--- src/rtl/dec_bin.sv ---
// dec_bin: sequential BCD-to-binary converter (reverse double-dabble).
// Takes a captured 3-digit BCD value and produces its binary equivalent,
// one bit per clock. The latency is fixed at 11 clocks from the accepted start
// to the done pulse, including for invalid digits. A digit above 9 makes the
// result bin=0 and err=1.
module dec_bin #(
    parameter int BIN_W = 10
) (
    input  logic             clk,
    input  logic             rst,
    input  logic             start,
    input  logic [3:0]       hun,
    input  logic [3:0]       ten,
    input  logic [3:0]       one,
    output logic             busy,
    output logic             done,
    output logic             err,
    output logic [BIN_W-1:0] bin
);

    typedef enum logic [1:0] {
        IDLE   = 2'd0,
        SHIFT  = 2'd1,
        FINISH = 2'd2
    } state_t;

    // Number of shift steps: one per result bit (999 fits in 10 bits).
    localparam logic [3:0] LAST_STEP = 4'd9;

    state_t      state_r;
    logic [21:0] sr_r;       // {bcd[11:0], acc[9:0]}
    logic [3:0]  count_r;
    logic        bad_r;

    logic [21:0] shifted_s;
    logic [21:0] sr_next_s;
    logic        bad_in_s;

    // Reverse double-dabble correction: after a right shift, a digit >= 8
    // holds a borrowed 8 that must count as 5, so subtract 3 (4-bit wrap).
    function automatic logic [3:0] fix_digit(input logic [3:0] d);
        logic [3:0] r;
        if (d >= 4'd8) begin
            r = d - 4'd3;
        end else begin
            r = d;
        end
        return r;
    endfunction

    // A BCD digit is invalid when it encodes a value above nine.
    function automatic logic digit_bad(input logic [3:0] d);
        return (d > 4'd9);
    endfunction

    // Next shift-register value: shift right by one, then correct all three
    // digits in parallel on the post-shift value.
    always_comb begin
        shifted_s = 22'd0;
        sr_next_s = 22'd0;
        shifted_s = sr_r >> 1;
        sr_next_s = {fix_digit(shifted_s[21:18]),
                     fix_digit(shifted_s[17:14]),
                     fix_digit(shifted_s[13:10]),
                     shifted_s[9:0]};
    end

    // Flag an invalid input digit in any position at capture time.
    always_comb begin
        bad_in_s = 1'b0;
        bad_in_s = digit_bad(hun) | digit_bad(ten) | digit_bad(one);
    end

    // Control FSM with datapath and registered outputs.
    always_ff @(posedge clk or posedge rst) begin
        if (rst) begin
            state_r <= IDLE;
            sr_r    <= 22'd0;
            count_r <= 4'd0;
            bad_r   <= 1'b0;
            busy    <= 1'b0;
            done    <= 1'b0;
            err     <= 1'b0;
            bin     <= '0;
        end else begin
            case (state_r)
                IDLE: begin
                    done <= 1'b0;
                    if (start) begin
                        sr_r    <= {hun, ten, one, 10'd0};
                        bad_r   <= bad_in_s;
                        count_r <= 4'd0;
                        busy    <= 1'b1;
                        state_r <= SHIFT;
                    end
                end
                SHIFT: begin
                    sr_r    <= sr_next_s;
                    count_r <= count_r + 4'd1;
                    if (count_r == LAST_STEP) begin
                        state_r <= FINISH;
                    end
                end
                FINISH: begin
                    // An invalid digit forces a zero result; err is held
                    // until the next done.
                    if (bad_r) begin
                        bin <= '0;
                    end else begin
                        bin <= BIN_W'(sr_r[9:0]);
                    end
                    err     <= bad_r;
                    done    <= 1'b1;
                    busy    <= 1'b0;
                    state_r <= IDLE;
                end
                default: begin
                    state_r <= IDLE;
                    busy    <= 1'b0;
                    done    <= 1'b0;
                end
            endcase
        end
    end

endmodule

--- config.mk ---
export PLATFORM = sky130hd
export DESIGN_NAME = dec_bin
export DESIGN_NICKNAME = d
export VERILOG_FILES = /design/src/rtl/dec_bin.sv
export SDC_FILE = /design/constraint.sdc
export NUM_CORES = 1
export LEC_CHECK = 0
export BUFFER_PORTS_ARGS = -buffer_cell sky130_fd_sc_hd__buf_2
export CORE_ASPECT_RATIO = 1.25
export CORE_UTILIZATION = 40
export DETAILED_ROUTE_END_ITERATION = 12
export MAX_ROUTING_LAYER = met4
export SYNTH_ARGS = -nofsm -noshare
export SYNTH_HDL_FRONTEND = slang
export SYNTH_SLANG_ARGS = --single-unit
--- constraint.sdc ---
create_clock -name clk -period 2.95 [get_ports clk]
set_clock_uncertainty 0.05 [all_clocks]
set_input_delay 0.1475 -clock clk [delete_from_list [all_inputs] [get_ports clk]]
set_output_delay 0.1475 -clock clk [all_outputs]
set_load 0.02 [all_outputs]
After elaboration in Yosys (flattened, before gate mapping)
Cells that the tools add are included.

word-level totals
  register bits = 42
  bits of input ports = 15
  word-level logic and storage cells = 46

operators by class
  multiplexer cells = 14
  eq/ne operators = 5
  reduce and logical (&&, ||, !) cells = 6
  add/sub/neg operators = 4
  magnitude comparators = 6
  bitwise logic cells = 3

operators with widths
  cell                                                                   count
  22-bit case mux with 2 select lines                                    1
  22-bit two-way mux                                                     1
  4-bit two-way mux                                                      4
  4-bit > comparator, second input constant                              3
  10-bit two-way mux                                                     1
  4-bit >= comparator, second input constant                             2
  4-bit case mux with 2 select lines                                     1
  2-bit AND reduction                                                    4
  4-bit by 2-bit subtractor with 4-bit output, second input constant     2
  4-bit by 1-bit adder with 4-bit output, second input constant          1
  4-bit == test, second input constant                                   1
  3-bit by 4-bit >= comparator with 1-bit output, second input constant  1
  2-bit two-way mux                                                      2
  2-bit != test, second input constant                                   2
  1-bit case mux with 2 select lines                                     2
  2-bit case mux with 2 select lines                                     1
  3-bit by 2-bit subtractor with 4-bit output, second input constant     1
  2-bit by 1-bit == test with 1-bit output, second input constant        1
  2-bit == test, second input constant                                   1
  2-bit zero test                                                        1
  1-bit bitwise OR                                                       2
  2-bit nonzero test                                                     1
  1-bit two-way mux                                                      1
  1-bit inverter                                                         1

Depth between registers and ports, before layout
Gate-level depths: netlist (run 1).

  depth in word-level cells = 3
  gate-level depth with buffers = 6

Worst setup path after synthesis (run 1)
OpenSTA, ideal clock, no wires.

  kind = reg2reg
  start = register state_r[1]
  end = register sr_r[0]
  library setup time = 117 ps
  arrival time = 1173 ps
  stages on the path, launching flop included = 6
  path buffers = 2
  path slack = 1611 ps
  cell sequence = dfrtp_1 or3b_1 buf_6 buf_6 nand3_1 nand2_1

between the ends
  word-level cells in the longest chain between the ends = 3
  elaborated cells on any way between the ends = 6

ends and longest elaborated chain
  what                                                                         RTL line  source
  start: declaration                                                           30        state_t state_r;
  start signal: assignment                                                     77        state_r <= IDLE;
  start signal: assignment                                                     94        state_r <= SHIFT;
  start signal: assignment                                                     101       state_r <= FINISH;
  2-bit by 1-bit == test with 1-bit output or 2-bit zero test (tied branches)  86        case (state_r)
  2-bit nonzero test (no line) or 2-bit != test (tied branches)                n/a
  2-bit AND reduction (no line)                                                n/a
  end signal: assignment                                                       90        sr_r <= {hun, ten, one, 10'd0};
  end signal: assignment                                                       98        sr_r <= sr_next_s;
  end: declaration                                                             31        logic [21:0] sr_r;

Parallel ways exist; a longest one is shown, timed or not.
A chain may end at the register's enable or synchronous reset.

Worst setup path after layout (run 1)
  start = register state_r[0]
  end = register sr_r[12]

Same word-level chain as after synthesis.

==> results.toml, run 1 <==
[clock_tree]
clk_latency_ps = 290
clock_path_buffers = 2
cts_buffers = 5
clk_pin_slew_ps = 80
cts_tree = "yes"
postCtsHoldBufs = 0
cts_resized = 0
cts_root_buf = "clkbuf_8"
cts_sinks = 42
h-tree-depth = 2
cts_setup_buffers = 0

[setup_path]
crit_type = "register to register"
startpoint = "state_r[0]"
r2r_cells = 3
arrival_ps = 2090
critPathLaunchType = "register"
r2r_start = "state_r[0]"
cp.required_ps = 3040
critPathMaxFanout = 25
crit_path_end_kind = "register"

[die]
start_util_pct = 42.0
die_y_um = 81.1
dieArea_um2 = 5290
die_w_um = 65.3
num_rows = 28
core_um2 = 4760
ios = 28

[logic_synthesis]
async_reset_ff_share_pct = 100
syn_inst = 211
ys_seq_elements = 42
ys_warn_count = 0
synth_compound_area_share_pct = 13.0
synthSimpleGateAreaFrac_pct = 22.1
netlist_top_cells_count = "nand2_1 (44), dfrtp_1 (42), nand3_1 (23), o21ai_0 (16), nand2b_1 (12)"
synth-seq-area-share_pct = 52.5
synth_most_common_cell = "nand2_1"
synth_top_cell_area_share_pct = 52.5
syn_area_um2 = 2000
synth.distinct_cells = 30
synth_ff_type = "dfrtp_1"
muxShareOfSynthArea_pct = 1.56
synth_xor_area_share_pct = 2.19
synth_area_leader_cell = "dfrtp_1"
ys_top_cells_by_area = "dfrtp_1 (53%), nand2_1 (8.3%), nand3_1 (5.8%)"
avgSynthCellArea_um2 = 9.49
synth_top_family_by_area = "simple AND/OR/NAND/NOR gates"
synth_edf_count = 0
syn_nets = 232
synthAdderAreaFrac_pct = 3.75

[final_layout]
multiInputGateArea_um2 = 852
drive_above_1_share_pct = 17.6
n_antenna_cell = 0
fillCellCount = 480
fin_nets = 258
area_growth_pct = 13.1
seq_area_um2 = 1050
design_area_um2 = 2260

[detailed_routing]
dr_wl_met3_um = 98
vias_per_cell = 5.05
drc_errors = 0
wl_met2_um = 1810
antenna_left = 0
met1Wirelength_um = 1830
drt-initial-drc-count = 91
totalWireLength_um = 3770
via_count = 1504
avgRoutedWirePerCell_um = 12.7
highest_layer = "met4"
drt_pass1_iterations = 4

[outcome]
status = "complete, no violations"

[grt]
antenna_found_initial = 0
grt_usage_pct = 16.5
grt_pass1_vias = 1391
grt_pass1_wl_um = 6460
gr-total-overflow = 0
grt_max_degree = 29

[pwr]
p_int_uw = 1410
peakVddDrop_uv = 411
p_leak_uw = 0.00114
power_switching_uw = 919
pwr-share-clk_pct = 16.4
power_density_nw_per_um2 = 1030
swShare_pct = 39.5
seq_power_share_pct = 45.8
p_comb_share_pct = 37.8

[place]
gp_congestion = 0.776
io_buffers = 27
dpl_cell_area_um2 = 2170
dpl.hpwl_um = 2600

[timing]
timing.fmax_ghz = 0.500
relSlewSlack_pct = 31.4
final_hold_viol_count = 0
report.final.slew_viol_count = 0
fin_crit_ps = 2000
fin_tns_setup_ps = 0
tightest_slew_ps = 1030
period_share_pct = 67.8
setup_violations = 0
grt_setup_unrepaired = "no"

[worst_hold_path]
hp-class = "input port to async pin"

[flow_run]
drv_cap = 0
layout make-up:
type,count,area share [%]
clock buffer,6,3.65
clock inverter,2,0.552
inverter,7,1.16
multi-input combinational,150,37.6
sequential,42,46.4
tap,60,3.31
timing repair buffer,31,7.29
through the flow:
stage,worst slack [ps],hold slack (ps),instances,utilization (%),total power [uW]
floorplan,1610,226,211,-,1750
global placement,1030,324,290,45.5,1950
detailed placement,973,342,290,45.5,1970
CTS,960,27.3,298,47.5,2360
global route,656,37.6,298,47.5,2550
finish,950,35.4,298,47.5,2320
metal layers:
layer / vias up / global-route usage, %
met1: 711 / 20.9
met2: 26 / 25.6
met5: - / -
met3: 4 / 3.51
li1: 763 / -
met4: 0 / 6.74
critical path, stage by stage (launching register included):
cell and delay [ps]:
dfrtp_1 820, nand2b_1 630, nand3_1 260, o211ai_1 110
power by group through the flow:
stage | clock, uW | sequential (uW) | combinational (uW)
global placement | 0 | 1070 | 876
detailed placement | 0 | 1080 | 894
finish | 381 | 1060 | 879
CTS | 394 | 1070 | 896
floorplan | 0 | 1060 | 682
global route | 415 | 1110 | 1030
registers in the layout, indices dropped and copies added (netlist names):
name and cells:
bad_r 1, count_r 4, sr_r 22, bin 10, done 1, state_r 2
err 1, busy 1
final timing paths:
kind                       endpoint  slack [ps]
min                          bin[1]          40
min in group clk           sr_r[18]          40
max in group asynchronous  sr_r[15]        2060
max                        sr_r[12]         950
min reg2reg                 sr_r[9]         420
max reg2reg                sr_r[12]         950
cells by family (layout without fill, tap and decap cells):
logic type / after synthesis / in the layout
and+or+nand+nor: 94 / 94
AOI/OAI and AO/OA: 42 / 42
DFF: 42 / 42
buffers and inverters: 19 / 46
adders and majority gates: 6 / 6
xor gates and xnor gates: 5 / 5
muxes: 3 / 3
layout by cell type, fill, tap and decap left out, drive strengths merged, types with 2 or more instances in the layout:
cell type	count
ha	6
buf	31
nand2	44
a21oi	9
o211ai	3
dfrtp	42
a21o	5
nand2b	12
clkbuf	6
inv	7
nor2b	5
o21ai	16
o22a	2
nor2	5
xnor2	4
a211oi	4
mux2i	2
nand3	23
Note: power is estimated with default switching activity, not from simulation.
==> inputs of run 2 (changes only) <==
- ABC_AREA: unset -> 1
- clock period: 2.95 -> 2.1 ns (I/O delays scaled with it)
==> run 2 against run 1 <==
Effect of this change: cell area rose by 1.8%; setup slack worse by 300 ps; critical endpoint is now sr_r[17]; area after synthesis fell by 3.8%; total power rose by 47%; critical path type unchanged; register-to-register slack worse by 300 ps; utilization is 3.4 points higher; first-iteration DRC count decreased by 20%; largest cell class unchanged; global-route usage is 1.3 points higher; synthesized cell count rose by 8.1%; count of clock-buffer cells in the layout is the same; maximum frequency rose by 38%; die area decreased by 3.6%.
==> results.toml, run 2 <==
[setup_path]
critPathMaxFanout = 11
critical_path_depth = 5
critPathSlowestCell = "dfrtp_1"
slowest_delay_ps = 430
crit_path_end_kind = "register"
crit_buf_inv = 2
cp.required_ps = 2270
critPathLaunchType = "register"
reg2reg_slack_ps = 660
path_delay_family = "compound AO/OA/AOI/OAI gates"
startpoint = "state_r[1]"
crit_path_cell_trace = "inv_2, o21a_1, buf_4, nand2_1, a21oi_1"
r2r_end = "sr_r[17]"
arrival_ps = 1610
r2r_start = "state_r[1]"
r2r_cells = 5
crit_type = "register to register"
crit_end = "sr_r[17]"

[timing]
period_share_pct = 68.8
fin_tns_setup_ps = 0
timing.fmax_ghz = 0.692
fin_ws_ps = 655
whs_ps = 73.5
relSlewSlack_pct = 64.6
report.final.slew_viol_count = 0
final_hold_viol_count = 0
grt_setup_unrepaired = "no"
setup_violations = 0
tightest_slew_ps = 531
fin_crit_ps = 1440

[final_layout]
fillCellCount = 480
multiInputGateArea_um2 = 722
seq_area_um2 = 1050
final_cell_mix = "nand2_1 (80), dfrtp_1 (42), inv_1 (28), buf_2 (27), o21ai_0 (17)"
final_core_util_pct = 50.9
layout_commonest_cell = "nand2_1"
reg_top3 = "sr_r: 22 flops, bin: 10 flops, count_r: 4 flops"
top_register = "sr_r"
largest_reg_flops = 22
drive_above_1_share_pct = 16.7
n_antenna_cell = 0
area_growth_pct = 19.7
fin_nets = 284

[die]
num_rows = 27
die_y_um = 79.6
start_util_pct = 42.6
ios = 28
dieArea_um2 = 5100
core_um2 = 4530
die_w_um = 64.1

[detailed_routing]
vias_per_cell = 4.84
drc_errors = 0
avgRoutedWirePerCell_um = 11.7
drt-initial-drc-count = 73
via_count = 1559
antenna_left = 0
totalWireLength_um = 3760
drt_pass1_iterations = 4

[clock_tree]
clock_path_buffers = 2
clk_latency_ps = 290
h-tree-depth = 2
cts_root_buf = "clkbuf_8"
cts_buffers = 5
cts_sinks = 42
clk_pin_slew_ps = 80
cts_tree = "yes"

[logic_synthesis]
synth_top_cell_area_share_pct = 54.5
synth_ff_type = "dfrtp_1"
syn_nets = 249
synth-seq-area-share_pct = 54.5
synth_edf_count = 0
synth.distinct_cells = 19
syn_area_um2 = 1930
synth_most_common_cell = "nand2_1"
syn_inst = 228
async_reset_ff_share_pct = 100
ys_top_cells_by_area = "dfrtp_1 (55%), nand2_1 (16%), inv_1 (5.5%)"
ys_seq_elements = 42
netlist_top_cells_count = "nand2_1 (80), dfrtp_1 (42), inv_1 (28), o21ai_0 (17), nand3_1 (11)"
avgSynthCellArea_um2 = 8.45
ys_warn_count = 0
synth_area_leader_cell = "dfrtp_1"

[pwr]
p_int_uw = 2130
p_comb_share_pct = 38.0
peakVddDrop_uv = 787
swShare_pct = 37.7
power_density_nw_per_um2 = 1480
seq_power_share_pct = 39.3
power_switching_uw = 1290
p_leak_uw = 0.00122
p_total_uw = 3420
pwr-share-clk_pct = 22.7

[place]
gp_congestion = 0.740
dpl.hpwl_um = 2680
place_ws_ps = 671
io_buffers = 27

[grt]
grt_pass1_wl_um = 6830
grt_usage_pct = 17.8
gr-total-overflow = 0
grt_pass1_vias = 1486
antenna_found_initial = 0
grt_max_degree = 43

[outcome]
status = "complete, no violations"

[worst_hold_path]
hp-class = "input port to register"

[flow_run]
drv_cap = 0
-- run 2: worst min path at each step --
stage	start	end	slack (ps)	depth (start not counted)
after floorplan	one[0]	sr_r[10]	170	2
after global placement	rst	sr_r[16]	210	3
after detailed placement	rst	count_r[2]	220	3
after CTS	one[1]	sr_r[11]	60	5
after global routing	hun[1]	sr_r[19]	110	5
final	one[1]	sr_r[11]	70	5
-- run 2: through the flow --
stage / area (um^2) / instances
5_1_grt: 2310 / 322
3_3_place_gp: 2120 / 310
4_1_cts: 2310 / 322
3_5_place_dp: 2120 / 310
6_report: 2310 / 322
2_1_floorplan: 1930 / 228
-- run 2: cells by family (layout without fill, tap and decap cells) --
kind of cell / count (synthesis) / in the layout / share of synthesized area, %
and+or+nand+nor: 105 / 105 / 22.6
DFF: 42 / 42 / 54.5
AOI/OAI and AO/OA: 37 / 37 / 10.5
buffers and inverters: 37 / 73 / 7.99
adders and majority gates: 6 / 6 / 3.90
xor gates and xnor gates: 1 / 1 / 0.455
-- run 2: routing by layer --
layer / track usage [%] / vias up / share of wire [%]
li1: - / 786 / -
met1: 22.5 / 736 / 45
met2: 29.4 / 33 / 51
met3: 3.00 / 4 / 3.4
met4: 4.77 / 0 / 0.96
met5: - / - / 0
-- run 2: layout make-up --
class,count,share of cell area (%)
Tap cell,58,3.15
Multi-Input combinational cell,149,31.3
Timing Repair Buffer,35,8.90
Sequential cell,42,45.6
Clock buffer,6,3.58
Inverter,30,4.88
Clock inverter,2,2.60
-- run 2: worst register-to-register path: stages, from the launching register on --
cell	delay, ps
dfrtp_1	430
inv_2	110
o21a_1	360
buf_4	250
nand2_1	60
a21oi_1	110
-- run 2: power by group through the flow --
stage,combinational (uW),sequential (uW),clock [uW]
finish,1300,1350,778
global route,1530,1400,826
CTS,1330,1350,795
detailed placement,1320,1360,0
global placement,1280,1360,0
floorplan,909,1430,0
-- run 2: what timing repair did --
item,CTS,global route
endpoints found under the hold margin,45,0
hold buffers,4,0
resized for setup,0,0
setup buffers,0,0
==> inputs of run 3 (changes only) <==
- ABC_AREA: 1 -> 0
- clock period: 2.1 -> 1.19 ns (I/O delays scaled with it)
==> run 3 against run 2 <==
Effect of this change: the flow now finishes with violations (negative setup slack); via count rose by 1.9%; routed wire length rose by 12%; utilization rose by 3.3 points; total power rose by 85%; count of clock-buffer cells in the layout fell by 1; critical path type unchanged; critical endpoint is now sr_r[5].
==> results.toml, run 3 (same netlist as run 1, synthesis figures left out) <==
[place]
gp_congestion = 0.834
io_buffers = 27
dpl.hpwl_um = 2770

[pwr]
p_int_uw = 3840
p_total_uw = 6320
pwr-share-clk_pct = 13.9
seq_power_share_pct = 40.0
power_switching_uw = 2480
peakVddDrop_uv = 1330
p_leak_uw = 0.00130
swShare_pct = 39.3
power_density_nw_per_um2 = 2450
p_comb_share_pct = 46.1

[setup_path]
critPathSlowestCell = "or3b_4"
reg2reg_slack_ps = -120
slowest_delay_ps = 420
path_common_cell = "buf_6"
critPathLaunchType = "register"
critPathMaxFanout = 6
arrival_ps = 1450
crit_type = "register to register"
cp.required_ps = 1330
crit_path_end_kind = "register"
crit_path_cell_trace = "or3b_4, buf_6, buf_6, nand3_2, nand2_1"

[detailed_routing]
vias_per_cell = 4.89
drc_errors = 0
drt_pass1_iterations = 4
antenna_left = 0
avgRoutedWirePerCell_um = 12.9
totalWireLength_um = 4200
drt-initial-drc-count = 89
via_count = 1589

[outcome]
violations = "negative setup slack"
status = "complete, but fails checks"

[final_layout]
multiInputGateArea_um2 = 922
drive_above_1_share_pct = 28.7
n_antenna_cell = 0
fin_nets = 286
largest_reg_flops = 22
final_core_util_pct = 54.2
final_cell_mix = "nand2_1 (44), dfrtp_1 (42), buf_2 (28), buf_4 (17), nand3_1 (14)"
layout_commonest_cell = "nand2_1"
area_growth_pct = 29.0
fillCellCount = 456
top_register = "sr_r"
reg_top3 = "sr_r: 22 flops, bin: 10 flops, count_r: 4 flops"
seq_area_um2 = 1050

[die]
die_y_um = 81.1
die_w_um = 65.3
core_um2 = 4760
num_rows = 28
dieArea_um2 = 5290
ios = 28
start_util_pct = 42.0

[timing]
report.final.slew_viol_count = 0
fin_ws_ps = -119
period_share_pct = 110
fin_crit_ps = 1310
grt_setup_unrepaired = "yes"
final_hold_viol_count = 0
setup_violations = 28
timing.fmax_ghz = 0.764
relSlewSlack_pct = 80.1
tightest_slew_ps = 296

[grt]
grt_max_degree = 43
grt_pass1_wl_um = 7100
antenna_found_initial = 0
gr-total-overflow = 0
grt_pass1_vias = 1524
grt_usage_pct = 18.2

[flow_run]
drv_cap = 0

[clock_tree]
cts_sinks = 42
cts_buffers = 5
clk_latency_ps = 290
clock_path_buffers = 2
cts_tree = "yes"
cts_root_buf = "clkbuf_8"
clk_pin_slew_ps = 80
h-tree-depth = 2

[worst_hold_path]
hp-class = "input port to register"
[run 3: changes by cell type in the layout (fill, tap and decap cells not counted), moves of 4 or more]
cell	before	now
nand2_1	80	44
inv_1	28	7
buf_4	4	17
nand2b_1	0	11
o22ai_1	10	0
nand3_2	0	9
o21ai_0	17	10
a21oi_1	2	8
a21o_1	0	5
buf_6	0	5
nor2b_1	0	5
a211oi_1	0	4
[run 3: final timing paths]
path	startpoint	end	cells past startpoint
setup reg to reg	state_r[1]	sr_r[5]	5
min in group asynchronous	rst	sr_r[0]	4
max in group asynchronous	rst	bin[7]	4
hold / removal	one[3]	sr_r[13]	4
hold reg to reg	bin[5]	bin[5]	2
setup / recovery	state_r[1]	sr_r[5]	5
[run 3: power groups by stage]
stage | combinational, uW | sequential (uW) | clock (uW)
floorplan | 1770 | 2660 | 0
global placement | 2660 | 2550 | 0
detailed placement | 2710 | 2570 | 0
CTS | 2890 | 2540 | 904
global route | 3310 | 2620 | 961
finish | 2910 | 2530 | 878
[run 3: worst max-delay path, delay by kind of cell (launching register included)]
kind | cells | cell delay (ps)
buffers and inverters | 2 | 270
DFF | 1 | 390
and+or+nand+nor | 3 | 500
[run 3: cell type report]
class / count / area share [%]
clock buffers: 5 / 2.66
multi-input cells: 150 / 35.7
repair buffers: 59 / 16.6
well taps: 60 / 2.91
inverters: 7 / 1.02
flip-flops and latches: 42 / 40.7
clock inverters: 2 / 0.388
[run 3: metrics by stage]
step                      hold slack, ps  setup slack (ps)  setup TNS [ps]  std cells  instance area, um^2
after floorplan                      138              -127           -1680        211                 2050
after global placement              84.8              -135           -2400        306                 2350
after detailed placement            93.1              -187           -3110        306                 2350
after CTS                            117              -120           -2410        325                 2560
after global routing                 146              -182           -4700        325                 2580
final                                130              -119           -2090        325                 2580
[run 3: routing by layer]
| layer | vias to the layer above | wire length [um] | GRT usage, % | part of all wire [%] |
|---|---|---|---|---|
| li1 | 816 | - | - | - |
| met1 | 746 | 1990 | 23.0 | 47 |
| met2 | 21 | 2040 | 28.1 | 49 |
| met3 | 6 | 95 | 3.93 | 2.3 |
| met4 | 0 | 67 | 7.39 | 1.6 |
| met5 | - | 0 | - | 0 |
[run 3: what timing repair did]
item | CTS | global route
endpoints found under the setup margin | 40 | 42
pin swaps | 2 | 1
hold buffers | 7 | 0
gates resized for setup | 10 | 8
hold endpoints to repair | 48 | 0
cloned | 1 | 0
setup buffers | 4 | 0
